==> src/rtl/ladybird_aclint_pkg.sv <==
// rtl/ladybird_aclint_pkg.sv - shared types, addresses and helpers for the ACLINT responder
package ladybird_aclint_pkg;

   // Default register addresses for hart 0
   localparam logic [31:0] ACLINT_MSIP_BASE     = 32'h0200_0000;
   localparam logic [31:0] ACLINT_MTIMECMP_BASE = 32'h0200_4000;
   localparam logic [31:0] ACLINT_MTIME_BASE    = 32'h0200_BFF8;

   // Offset of the upper word of the 64-bit registers
   localparam logic [31:0] HI_WORD_OFFSET = 32'h0000_0004;

   // Low address bits ignored by decode (word-aligned map)
   localparam logic [31:0] WORD_MASK = 32'h0000_0003;

   localparam logic [1:0]  AXI_RESP_OKAY   = 2'b00;
   localparam logic [1:0]  AXI_RESP_SLVERR = 2'b10;

   localparam logic [63:0] MTIMECMP_RESET = 64'hFFFF_FFFF_FFFF_FFFF;

   typedef enum logic [1:0] {
      IDLE,
      WCOLLECT,
      BRESP,
      RRESP
   } aclint_state_e;

   typedef enum logic [2:0] {
      REG_NONE,
      REG_MSIP,
      REG_MTIMECMP_LO,
      REG_MTIMECMP_HI,
      REG_MTIME_LO,
      REG_MTIME_HI
   } aclint_reg_e;

   // Merge a bus write into an existing word, byte by byte
   function automatic logic [31:0] apply_wstrb(input logic [31:0] old_word,
                                               input logic [31:0] new_word,
                                               input logic [3:0]  strb);
      logic [31:0] merged;
      for (int i = 0; i < 4; i++) begin
         merged[8*i +: 8] = strb[i] ? new_word[8*i +: 8] : old_word[8*i +: 8];
      end
      return merged;
   endfunction

endpackage

==> src/rtl/ladybird_aclint_if.sv <==
// rtl/ladybird_aclint_if.sv - AXI4-Lite bus bundle with master/slave views
interface ladybird_axi_interface #(
   parameter int AXI_DATA_W = 32,
   parameter int AXI_ADDR_W = 32
);
   localparam int AXI_STRB_W = AXI_DATA_W / 8;

   logic [AXI_ADDR_W-1:0] awaddr;
   logic                  awvalid;
   logic                  awready;

   logic [AXI_DATA_W-1:0] wdata;
   logic [AXI_STRB_W-1:0] wstrb;
   logic                  wvalid;
   logic                  wready;

   logic [1:0]            bresp;
   logic                  bvalid;
   logic                  bready;

   logic [AXI_ADDR_W-1:0] araddr;
   logic                  arvalid;
   logic                  arready;

   logic [AXI_DATA_W-1:0] rdata;
   logic [1:0]            rresp;
   logic                  rvalid;
   logic                  rready;

   modport master (
      output awaddr, awvalid, wdata, wstrb, wvalid, bready, araddr, arvalid, rready,
      input  awready, wready, bresp, bvalid, arready, rdata, rresp, rvalid
   );

   modport slave (
      input  awaddr, awvalid, wdata, wstrb, wvalid, bready, araddr, arvalid, rready,
      output awready, wready, bresp, bvalid, arready, rdata, rresp, rvalid
   );
endinterface

==> src/rtl/ladybird_aclint_timer.sv <==
// rtl/ladybird_aclint_timer.sv - mtime counter, tick divider and timer compare
module ladybird_aclint_timer
   import ladybird_aclint_pkg::*;
#(
   parameter int unsigned TICK_DIV = 1
) (
   input  logic        clk,
   input  logic        rst,
   input  logic        we_lo,
   input  logic        we_hi,
   input  logic [31:0] wdata,
   input  logic [3:0]  wstrb,
   input  logic [63:0] mtimecmp,
   output logic [63:0] mtime,
   output logic        timer_interrupt
);

   localparam int unsigned      TICK_W    = (TICK_DIV > 1) ? $clog2(TICK_DIV) : 1;
   localparam logic [TICK_W-1:0] TICK_LAST = TICK_W'(TICK_DIV - 1);
   localparam logic [TICK_W-1:0] TICK_ONE  = 1;

   logic [TICK_W-1:0] tick_cnt;
   logic              tick_wrap;

   assign tick_wrap = (tick_cnt == TICK_LAST);

   // Prescaler: one mtime increment every TICK_DIV clocks
   always_ff @(posedge clk) begin
      if (rst) begin
         tick_cnt <= '0;
      end else if (tick_wrap) begin
         tick_cnt <= '0;
      end else begin
         tick_cnt <= tick_cnt + TICK_ONE;
      end
   end

   // mtime: a bus write beats the increment, and only the written word moves
   always_ff @(posedge clk) begin
      if (rst) begin
         mtime <= '0;
      end else if (we_lo || we_hi) begin
         if (we_lo) begin
            mtime[31:0] <= apply_wstrb(mtime[31:0], wdata, wstrb);
         end
         if (we_hi) begin
            mtime[63:32] <= apply_wstrb(mtime[63:32], wdata, wstrb);
         end
      end else if (tick_wrap) begin
         mtime <= mtime + 64'd1;
      end
   end

   // MTIP follows the registered mtime/mtimecmp one cycle later
   always_ff @(posedge clk) begin
      if (rst) begin
         timer_interrupt <= 1'b0;
      end else begin
         timer_interrupt <= (mtime >= mtimecmp);
      end
   end

endmodule

==> src/rtl/ladybird_aclint.sv <==
// rtl/ladybird_aclint.sv - AXI4-Lite ACLINT responder (msip, mtimecmp, mtime) for hart 0
module ladybird_aclint
   import ladybird_aclint_pkg::*;
#(
   parameter logic [31:0] MSIP_BASE     = ACLINT_MSIP_BASE,
   parameter logic [31:0] MTIMECMP_BASE = ACLINT_MTIMECMP_BASE,
   parameter logic [31:0] MTIME_BASE    = ACLINT_MTIME_BASE,
   parameter int unsigned TICK_DIV      = 1
) (
   input  logic                  clk,
   input  logic                  rst,
   ladybird_axi_interface.slave  axi,
   output logic                  timer_interrupt,
   output logic                  software_interrupt
);

   aclint_state_e state, state_next;

   logic        aw_held, w_held;
   logic [31:0] aw_addr_q, w_data_q;
   logic [3:0]  w_strb_q;
   logic [1:0]  bresp_q, rresp_q;
   logic [31:0] rdata_q;

   logic        msip;
   logic [63:0] mtimecmp;
   logic [63:0] mtime;

   logic        aw_hs, w_hs, ar_hs, commit;
   logic [31:0] wr_addr, wr_data;
   logic [3:0]  wr_strb;
   aclint_reg_e wr_reg, rd_reg;
   logic [31:0] rd_word;

   // Word-granular address decode; the two low address bits never matter
   function automatic aclint_reg_e decode_addr(input logic [31:0] addr);
      logic [31:0] a;
      a = addr | WORD_MASK;
      if (a == (MSIP_BASE | WORD_MASK))                           return REG_MSIP;
      if (a == (MTIMECMP_BASE | WORD_MASK))                       return REG_MTIMECMP_LO;
      if (a == ((MTIMECMP_BASE + HI_WORD_OFFSET) | WORD_MASK))    return REG_MTIMECMP_HI;
      if (a == (MTIME_BASE | WORD_MASK))                          return REG_MTIME_LO;
      if (a == ((MTIME_BASE + HI_WORD_OFFSET) | WORD_MASK))       return REG_MTIME_HI;
      return REG_NONE;
   endfunction

   // A half-collected write takes its missing half straight off the bus
   assign wr_addr = aw_held ? aw_addr_q : axi.awaddr;
   assign wr_data = w_held  ? w_data_q  : axi.wdata;
   assign wr_strb = w_held  ? w_strb_q  : axi.wstrb;
   assign wr_reg  = decode_addr(wr_addr);
   assign rd_reg  = decode_addr(axi.araddr);

   assign axi.bvalid = (state == BRESP);
   assign axi.rvalid = (state == RRESP);
   assign axi.bresp  = bresp_q;
   assign axi.rresp  = rresp_q;
   assign axi.rdata  = rdata_q;

   // Read mux over the current (pre-increment) register values
   always_comb begin
      rd_word = '0;
      case (rd_reg)
         REG_MSIP:        rd_word = {31'b0, msip};
         REG_MTIMECMP_LO: rd_word = mtimecmp[31:0];
         REG_MTIMECMP_HI: rd_word = mtimecmp[63:32];
         REG_MTIME_LO:    rd_word = mtime[31:0];
         REG_MTIME_HI:    rd_word = mtime[63:32];
         default:         rd_word = '0;
      endcase
   end

   // FSM state register
   always_ff @(posedge clk) begin
      if (rst) begin
         state <= IDLE;
      end else begin
         state <= state_next;
      end
   end

   // Ready generation, handshakes and next state; writes beat reads in IDLE
   always_comb begin
      axi.awready = 1'b0;
      axi.wready  = 1'b0;
      axi.arready = 1'b0;
      state_next  = state;
      commit      = 1'b0;

      case (state)
         IDLE: begin
            axi.awready = !rst;
            axi.wready  = !rst;
            axi.arready = !rst && !axi.awvalid && !axi.wvalid;
         end
         WCOLLECT: begin
            axi.awready = !aw_held;
            axi.wready  = !w_held;
         end
         default: ;
      endcase

      aw_hs = axi.awvalid && axi.awready;
      w_hs  = axi.wvalid  && axi.wready;
      ar_hs = axi.arvalid && axi.arready;

      case (state)
         IDLE: begin
            if (aw_hs && w_hs) begin
               commit     = 1'b1;
               state_next = BRESP;
            end else if (aw_hs || w_hs) begin
               state_next = WCOLLECT;
            end else if (ar_hs) begin
               state_next = RRESP;
            end
         end
         WCOLLECT: begin
            if (aw_hs || w_hs) begin
               commit     = 1'b1;
               state_next = BRESP;
            end
         end
         BRESP: begin
            if (axi.bready) state_next = IDLE;
         end
         RRESP: begin
            if (axi.rready) state_next = IDLE;
         end
         default: state_next = IDLE;
      endcase
   end

   // Hold whichever write half arrived first until its partner shows up
   always_ff @(posedge clk) begin
      if (rst) begin
         aw_held   <= 1'b0;
         w_held    <= 1'b0;
         aw_addr_q <= '0;
         w_data_q  <= '0;
         w_strb_q  <= '0;
      end else if (commit) begin
         aw_held <= 1'b0;
         w_held  <= 1'b0;
      end else begin
         if (aw_hs) begin
            aw_held   <= 1'b1;
            aw_addr_q <= axi.awaddr;
         end
         if (w_hs) begin
            w_held   <= 1'b1;
            w_data_q <= axi.wdata;
            w_strb_q <= axi.wstrb;
         end
      end
   end

   // msip and mtimecmp registers, written on the commit edge
   always_ff @(posedge clk) begin
      if (rst) begin
         msip     <= 1'b0;
         mtimecmp <= MTIMECMP_RESET;
      end else if (commit) begin
         case (wr_reg)
            REG_MSIP: begin
               if (wr_strb[0]) msip <= wr_data[0];
            end
            REG_MTIMECMP_LO: mtimecmp[31:0]  <= apply_wstrb(mtimecmp[31:0],  wr_data, wr_strb);
            REG_MTIMECMP_HI: mtimecmp[63:32] <= apply_wstrb(mtimecmp[63:32], wr_data, wr_strb);
            default: ;
         endcase
      end
   end

   // Response capture and the registered software interrupt
   always_ff @(posedge clk) begin
      if (rst) begin
         bresp_q            <= AXI_RESP_OKAY;
         rresp_q            <= AXI_RESP_OKAY;
         rdata_q            <= '0;
         software_interrupt <= 1'b0;
      end else begin
         if (commit) begin
            bresp_q <= (wr_reg == REG_NONE) ? AXI_RESP_SLVERR : AXI_RESP_OKAY;
         end
         if (ar_hs) begin
            rdata_q <= rd_word;
            rresp_q <= (rd_reg == REG_NONE) ? AXI_RESP_SLVERR : AXI_RESP_OKAY;
         end
         software_interrupt <= msip;
      end
   end

   ladybird_aclint_timer #(
      .TICK_DIV (TICK_DIV)
   ) u_timer (
      .clk             (clk),
      .rst             (rst),
      .we_lo           (commit && (wr_reg == REG_MTIME_LO)),
      .we_hi           (commit && (wr_reg == REG_MTIME_HI)),
      .wdata           (wr_data),
      .wstrb           (wr_strb),
      .mtimecmp        (mtimecmp),
      .mtime           (mtime),
      .timer_interrupt (timer_interrupt)
   );

endmodule

==> src/flat_wrapper.sv <==
// flat-port wrapper written by rule: the top's interface ports become plain ports
module ladybird_aclint_flat import ladybird_aclint_pkg::*;
#(
   parameter logic [31:0] MSIP_BASE     = ACLINT_MSIP_BASE,
   parameter logic [31:0] MTIMECMP_BASE = ACLINT_MTIMECMP_BASE,
   parameter logic [31:0] MTIME_BASE    = ACLINT_MTIME_BASE,
   parameter int unsigned TICK_DIV      = 1
)
  (clk, rst, timer_interrupt, software_interrupt, axi_awaddr, axi_awvalid, axi_wdata, axi_wstrb, axi_wvalid, axi_bready, axi_araddr, axi_arvalid, axi_rready, axi_awready, axi_wready, axi_bresp, axi_bvalid, axi_arready, axi_rdata, axi_rresp, axi_rvalid);
  ladybird_axi_interface #(.AXI_DATA_W(32), .AXI_ADDR_W(32)) axi_i ();
  input  logic clk;
  input  logic rst;
  output logic timer_interrupt;
  output logic software_interrupt;
  input wire logic [$bits(axi_i.awaddr)-1:0] axi_awaddr;
  input wire logic [$bits(axi_i.awvalid)-1:0] axi_awvalid;
  input wire logic [$bits(axi_i.wdata)-1:0] axi_wdata;
  input wire logic [$bits(axi_i.wstrb)-1:0] axi_wstrb;
  input wire logic [$bits(axi_i.wvalid)-1:0] axi_wvalid;
  input wire logic [$bits(axi_i.bready)-1:0] axi_bready;
  input wire logic [$bits(axi_i.araddr)-1:0] axi_araddr;
  input wire logic [$bits(axi_i.arvalid)-1:0] axi_arvalid;
  input wire logic [$bits(axi_i.rready)-1:0] axi_rready;
  output wire logic [$bits(axi_i.awready)-1:0] axi_awready;
  output wire logic [$bits(axi_i.wready)-1:0] axi_wready;
  output wire logic [$bits(axi_i.bresp)-1:0] axi_bresp;
  output wire logic [$bits(axi_i.bvalid)-1:0] axi_bvalid;
  output wire logic [$bits(axi_i.arready)-1:0] axi_arready;
  output wire logic [$bits(axi_i.rdata)-1:0] axi_rdata;
  output wire logic [$bits(axi_i.rresp)-1:0] axi_rresp;
  output wire logic [$bits(axi_i.rvalid)-1:0] axi_rvalid;
  assign axi_i.awaddr = axi_awaddr;
  assign axi_i.awvalid = axi_awvalid;
  assign axi_i.wdata = axi_wdata;
  assign axi_i.wstrb = axi_wstrb;
  assign axi_i.wvalid = axi_wvalid;
  assign axi_i.bready = axi_bready;
  assign axi_i.araddr = axi_araddr;
  assign axi_i.arvalid = axi_arvalid;
  assign axi_i.rready = axi_rready;
  assign axi_awready = axi_i.awready;
  assign axi_wready = axi_i.wready;
  assign axi_bresp = axi_i.bresp;
  assign axi_bvalid = axi_i.bvalid;
  assign axi_arready = axi_i.arready;
  assign axi_rdata = axi_i.rdata;
  assign axi_rresp = axi_i.rresp;
  assign axi_rvalid = axi_i.rvalid;
  ladybird_aclint #(.MSIP_BASE(MSIP_BASE), .MTIMECMP_BASE(MTIMECMP_BASE), .MTIME_BASE(MTIME_BASE), .TICK_DIV(TICK_DIV)) u_core (.clk(clk), .rst(rst), .axi(axi_i), .timer_interrupt(timer_interrupt), .software_interrupt(software_interrupt));
endmodule
==> config.mk <==
export PLATFORM = sky130hd
export DESIGN_NAME = ladybird_aclint_flat
export DESIGN_NICKNAME = d
export VERILOG_FILES = /design/src/rtl/ladybird_aclint_pkg.sv /design/src/rtl/ladybird_aclint_if.sv /design/src/rtl/ladybird_aclint_timer.sv /design/src/rtl/ladybird_aclint.sv /design/src/flat_wrapper.sv
export SDC_FILE = /design/constraint.sdc
export NUM_CORES = 1
export LEC_CHECK = 0
export CAP_MARGIN = 15
export CORE_AREA = 2 2 176 178
export CTS_CLUSTER_SIZE = 12
export DETAILED_ROUTE_END_ITERATION = 16
export DIE_AREA = 0 0 178 180
export HOLD_SLACK_MARGIN = 0.06
export PLACE_DENSITY = 0.65
export SYNTH_ARGS = -nofsm -noshare
export SYNTH_HDL_FRONTEND = slang
export SYNTH_SLANG_ARGS = --single-unit
==> constraint.sdc <==
create_clock -name clk -period 5.7 [get_ports clk]
set_input_delay 1.71 -clock clk [delete_from_list [all_inputs] [get_ports clk]]
set_output_delay 1.71 -clock clk [all_outputs]
set_load 0.01 [all_outputs]
==> flow_summary_export.csv <==
group,metric,value,unit
sta,worst_slew_pin_slew,1.140,ns
setup_path,worstSetupStartpoint,"axi_awvalid",
clock_network,cts.path.max_buffers,3,
synth,synth.distinct_cells,78,
sta,fmax,0.1973,GHz
setup_path,worst-path-buf-inv,2,
setup_path,critPathLaunchType,"input pin",
grt,grt_pass1_wl,65690,um
clock_network,htreeDepth,1,
power_and_ir_drop,powerDensity,281.9,nW/um2
clock_network,ctsHoldBuffers,0,
clock_network,clock_latency,0.55,ns
layout,fin_nets,1934,
place,dpl_cell_area,15140,um2
sta,relSlewSlack,23.77,%
synth,synth_area_leaders,"dfxtp_1 (35%), nand2_1 (6.7%), ha_1 (6.3%)",
route,ant_nets,0,
layout,fill_cells,2837,
synth,synth_top_cell_by_area,"dfxtp_1",
synth,yosysWarningCount,0,
synth,async_flop_share,0,%
sta,finalMaxSlewViolations,0,
setup_path,cp_common_cell,"clkdlybuf4s50_1",
setup_path,rr_worst_depth,14,
die,core_region_area,30190,um2
setup_path,critPathKind,"input pin to output pin",
die,die_w,178,um
setup_path,cp.depth,4,
grt,grt-ovfl-total,0,
die,dieArea,32040,um2
layout,layout_common_cells,"nand2_1 (238), dfxtp_1 (235), clkdlybuf4s50_1 (142)",
die,die_y,180,um
setup_path,worstPathRequired,3.99,ns
grt,grt_start_max_net_pins,168,
place,dp_hpwl,29780,um
grt,grt_pass1_vias,12060,
route,post_drt_wl_per_cell,19.27,um
clock_network,cts_post_setup_buffers_inserted,0,
die,row_count,64,
sta,period_needed,5.069,ns
route,drt_pass1_iterations,7,
synth,ys_ff_latch,236,
layout,layout_commonest_cell,"nand2_1",
setup_path,crit_path_top_delay_cell,"clkdlybuf4s50_1",
route,drt_wl_total,41970,um
setup_path,slowest_delay,0.57,ns
layout,syn_to_final_growth,21.34,%
power_and_ir_drop,total_leakage_power,6.728,nW
synth,synth_top_flop_cell,"dfxtp_1",
layout,insertedDiodeCount,0,
route,drt-initial-drc-count,1152,
synth,synth-edff-count,0,
route,vias_per_cell,5.930,
power_and_ir_drop,irDropWorstVdd,0.0002899,V
sta,fin_crit_sh,88.92,%
route,vias,12920,
layout,drive_gt1_share,9.371,%
sta,finalHoldViolCount,0,
sta,fin_worst_skew,0.02264,ns
synth,netlist_instances,1655,
sta,setup_viol,0,
clock_network,clock_sink_count,236,
clock_network,path_clk_slew,0.06,ns
setup_path,timing.rr.start,"u_core.state[0]$_SDFFE_PP0P_",
place,port_buffers,143,
setup_path,endpoint,"axi_arready",
setup_path,r2r-end,"u_core.u_timer.mtime[7]$_SDFFE_PP0P_",
die,initial_utilization,44.16,%
sta,tns,0,ns
setup_path,worst_ep_arrival_time,3.36,ns
setup_path,end_kind,"output pin",
synth,postSynthAreaPerCell,8.055,um2
clock_network,post_cts_resized,0,
sta,grt_setup_unrepaired,"no",
die,ios,150,
setup_path,reg2reg_slack,1.52,ns
run,maxCapViolCount,0,
synth,syn_area,13330,um2
synth,netlist.area_leader.share,35.44,%
run_status,status,"finished, final reports clean",
clock_network,cts_buffers,28,
layout,stdcell_area,16180,um2
grt,antenna_found_initial,0,
hold_path,hold_class,"flop to flop",
setup_path,path_delay_family,"buffers and inverters",
setup_path,cp_max_fo,3,
clock_network,cts_tree,"yes",
place,gp_congestion,0.9067,
clock_network,cts_root_buf,"clkbuf_16",
setup_path,worstPathCellList,"clkdlybuf4s50_1 -> or4_1 -> nor2_1 -> clkdlybuf4s50_1",
route,drc,0,
synth,ys_seq_area_share,35.44,%
grt,grt.total_usage,25.48,%
## synthesized netlist by cell type (all sizes together), types with 9 or more instances
library cell / number
nor4: 34
dfxtp: 236
nor2: 132
a31oi: 11
or4: 9
a2bb2oi: 32
nand3: 47
o21ai: 95
a222oi: 32
buf: 26
inv: 85
and2: 29
mux2: 46
ha: 67
nand4: 34
nand2: 239
a21oi: 140
clkbuf: 78
o211ai: 38
mux2i: 45
a211oi: 13
nor3: 41
a21o: 28
o31ai: 10
## where the power goes
part	total [mW]	switching (mW)	internal, mW
clock	1.98	0.728	1.26
combinational	0.762	0.472	0.290
sequential	1.81	0.0743	1.74
total	4.56	1.27	3.29
## worst reg2reg max path, delay by kind of cell, from the launching register on
| family | cells | cell delay, ns |
|---|---|---|
| AOI/OAI and AO/OA | 7 | 2.25 |
| buffers and inverters | 3 | 0.57 |
| DFF | 1 | 0.54 |
| and+or+nand+nor | 3 | 0.54 |
| adders and majority gates | 1 | 0.19 |
## logic make-up (layout without fill, tap and decap cells)
kind of cell / after synthesis / in the layout / synth area share (%)
muxes: 91 / 91 / 7.265
adders and majority gates: 67 / 67 / 6.289
and+or+nand+nor: 612 / 612 / 22.24
buffers and inverters: 189 / 314 / 5.660
AOI/OAI and AO/OA: 459 / 459 / 23.08
DFF: 236 / 236 / 35.44
other: 1 / 3 / 0.02813
## worst min-delay path by stage
| stage | start | end | cells past startpoint |
|---|---|---|---|
| 6_report | u_core.w_strb_q[0]$_SDFFE_PP0P_ | u_core.w_strb_q[0]$_SDFFE_PP0P_ | 2 |
| 5_1_grt | u_core.w_data_q[29]$_SDFFE_PP0P_ | u_core.w_data_q[29]$_SDFFE_PP0P_ | 2 |
| 4_1_cts | u_core.aw_addr_q[29]$_SDFFE_PP0P_ | u_core.aw_addr_q[29]$_SDFFE_PP0P_ | 2 |
| 3_5_place_dp | u_core.aw_addr_q[29]$_SDFFE_PP0P_ | u_core.aw_addr_q[29]$_SDFFE_PP0P_ | 2 |
| 3_3_place_gp | u_core.w_data_q[6]$_SDFFE_PP0P_ | u_core.w_data_q[6]$_SDFFE_PP0P_ | 2 |
| 2_1_floorplan | u_core.aw_addr_q[25]$_SDFFE_PP0P_ | u_core.aw_addr_q[25]$_SDFFE_PP0P_ | 2 |
## final cells by class
cell class / instances / area (um2) / area share [%]
Multi-Input combinational cell: 1232 / 7888 / 48.76
Sequential cell: 236 / 4726 / 29.22
Timing Repair Buffer: 177 / 1709 / 10.57
Clock buffer: 41 / 850.8 / 5.260
Tap cell: 396 / 495.5 / 3.063
Inverter: 85 / 319.1 / 1.972
Clock inverter: 11 / 187.7 / 1.160
## per-layer routing
| layer | track usage (%) | up-vias | part of all wire, % |
|---|---|---|---|
| li1 | - | 6264 | - |
| met4 | 7.738 | 0 | 2.7 |
| met1 | 34.90 | 6102 | 44 |
| met3 | 5.013 | 60 | 8.7 |
| met5 | 0 | - | 0 |
| met2 | 40.34 | 490 | 44 |
## metrics by stage
stage          hold slack (ns)  cells  utilization [%]  power (mW)  worst slack, ns
2_1_floorplan           0.4316   1657                -       2.301            1.147
3_3_place_gp            0.4389   2126            50.14       2.592           0.4719
3_5_place_dp            0.4464   2126            50.14       2.603           0.4300
4_1_cts                 0.4537   2178            53.58       4.591           0.6074
5_1_grt                 0.4671   2178            53.58       4.742           0.5514
6_report                0.4517   2178            53.58       4.559           0.6313
## sequential cells by signal, summed over array words and instances, names as in the netlist, 2 cells and up
name,count
u_core.mtimecmp,64
u_core.u_timer.mtime,64
u_core.axi.rdata,32
u_core.w_data_q,32
u_core.state,2
u_core.w_strb_q,4
u_core.aw_addr_q,30
Power figures use the tool's default switching activity.
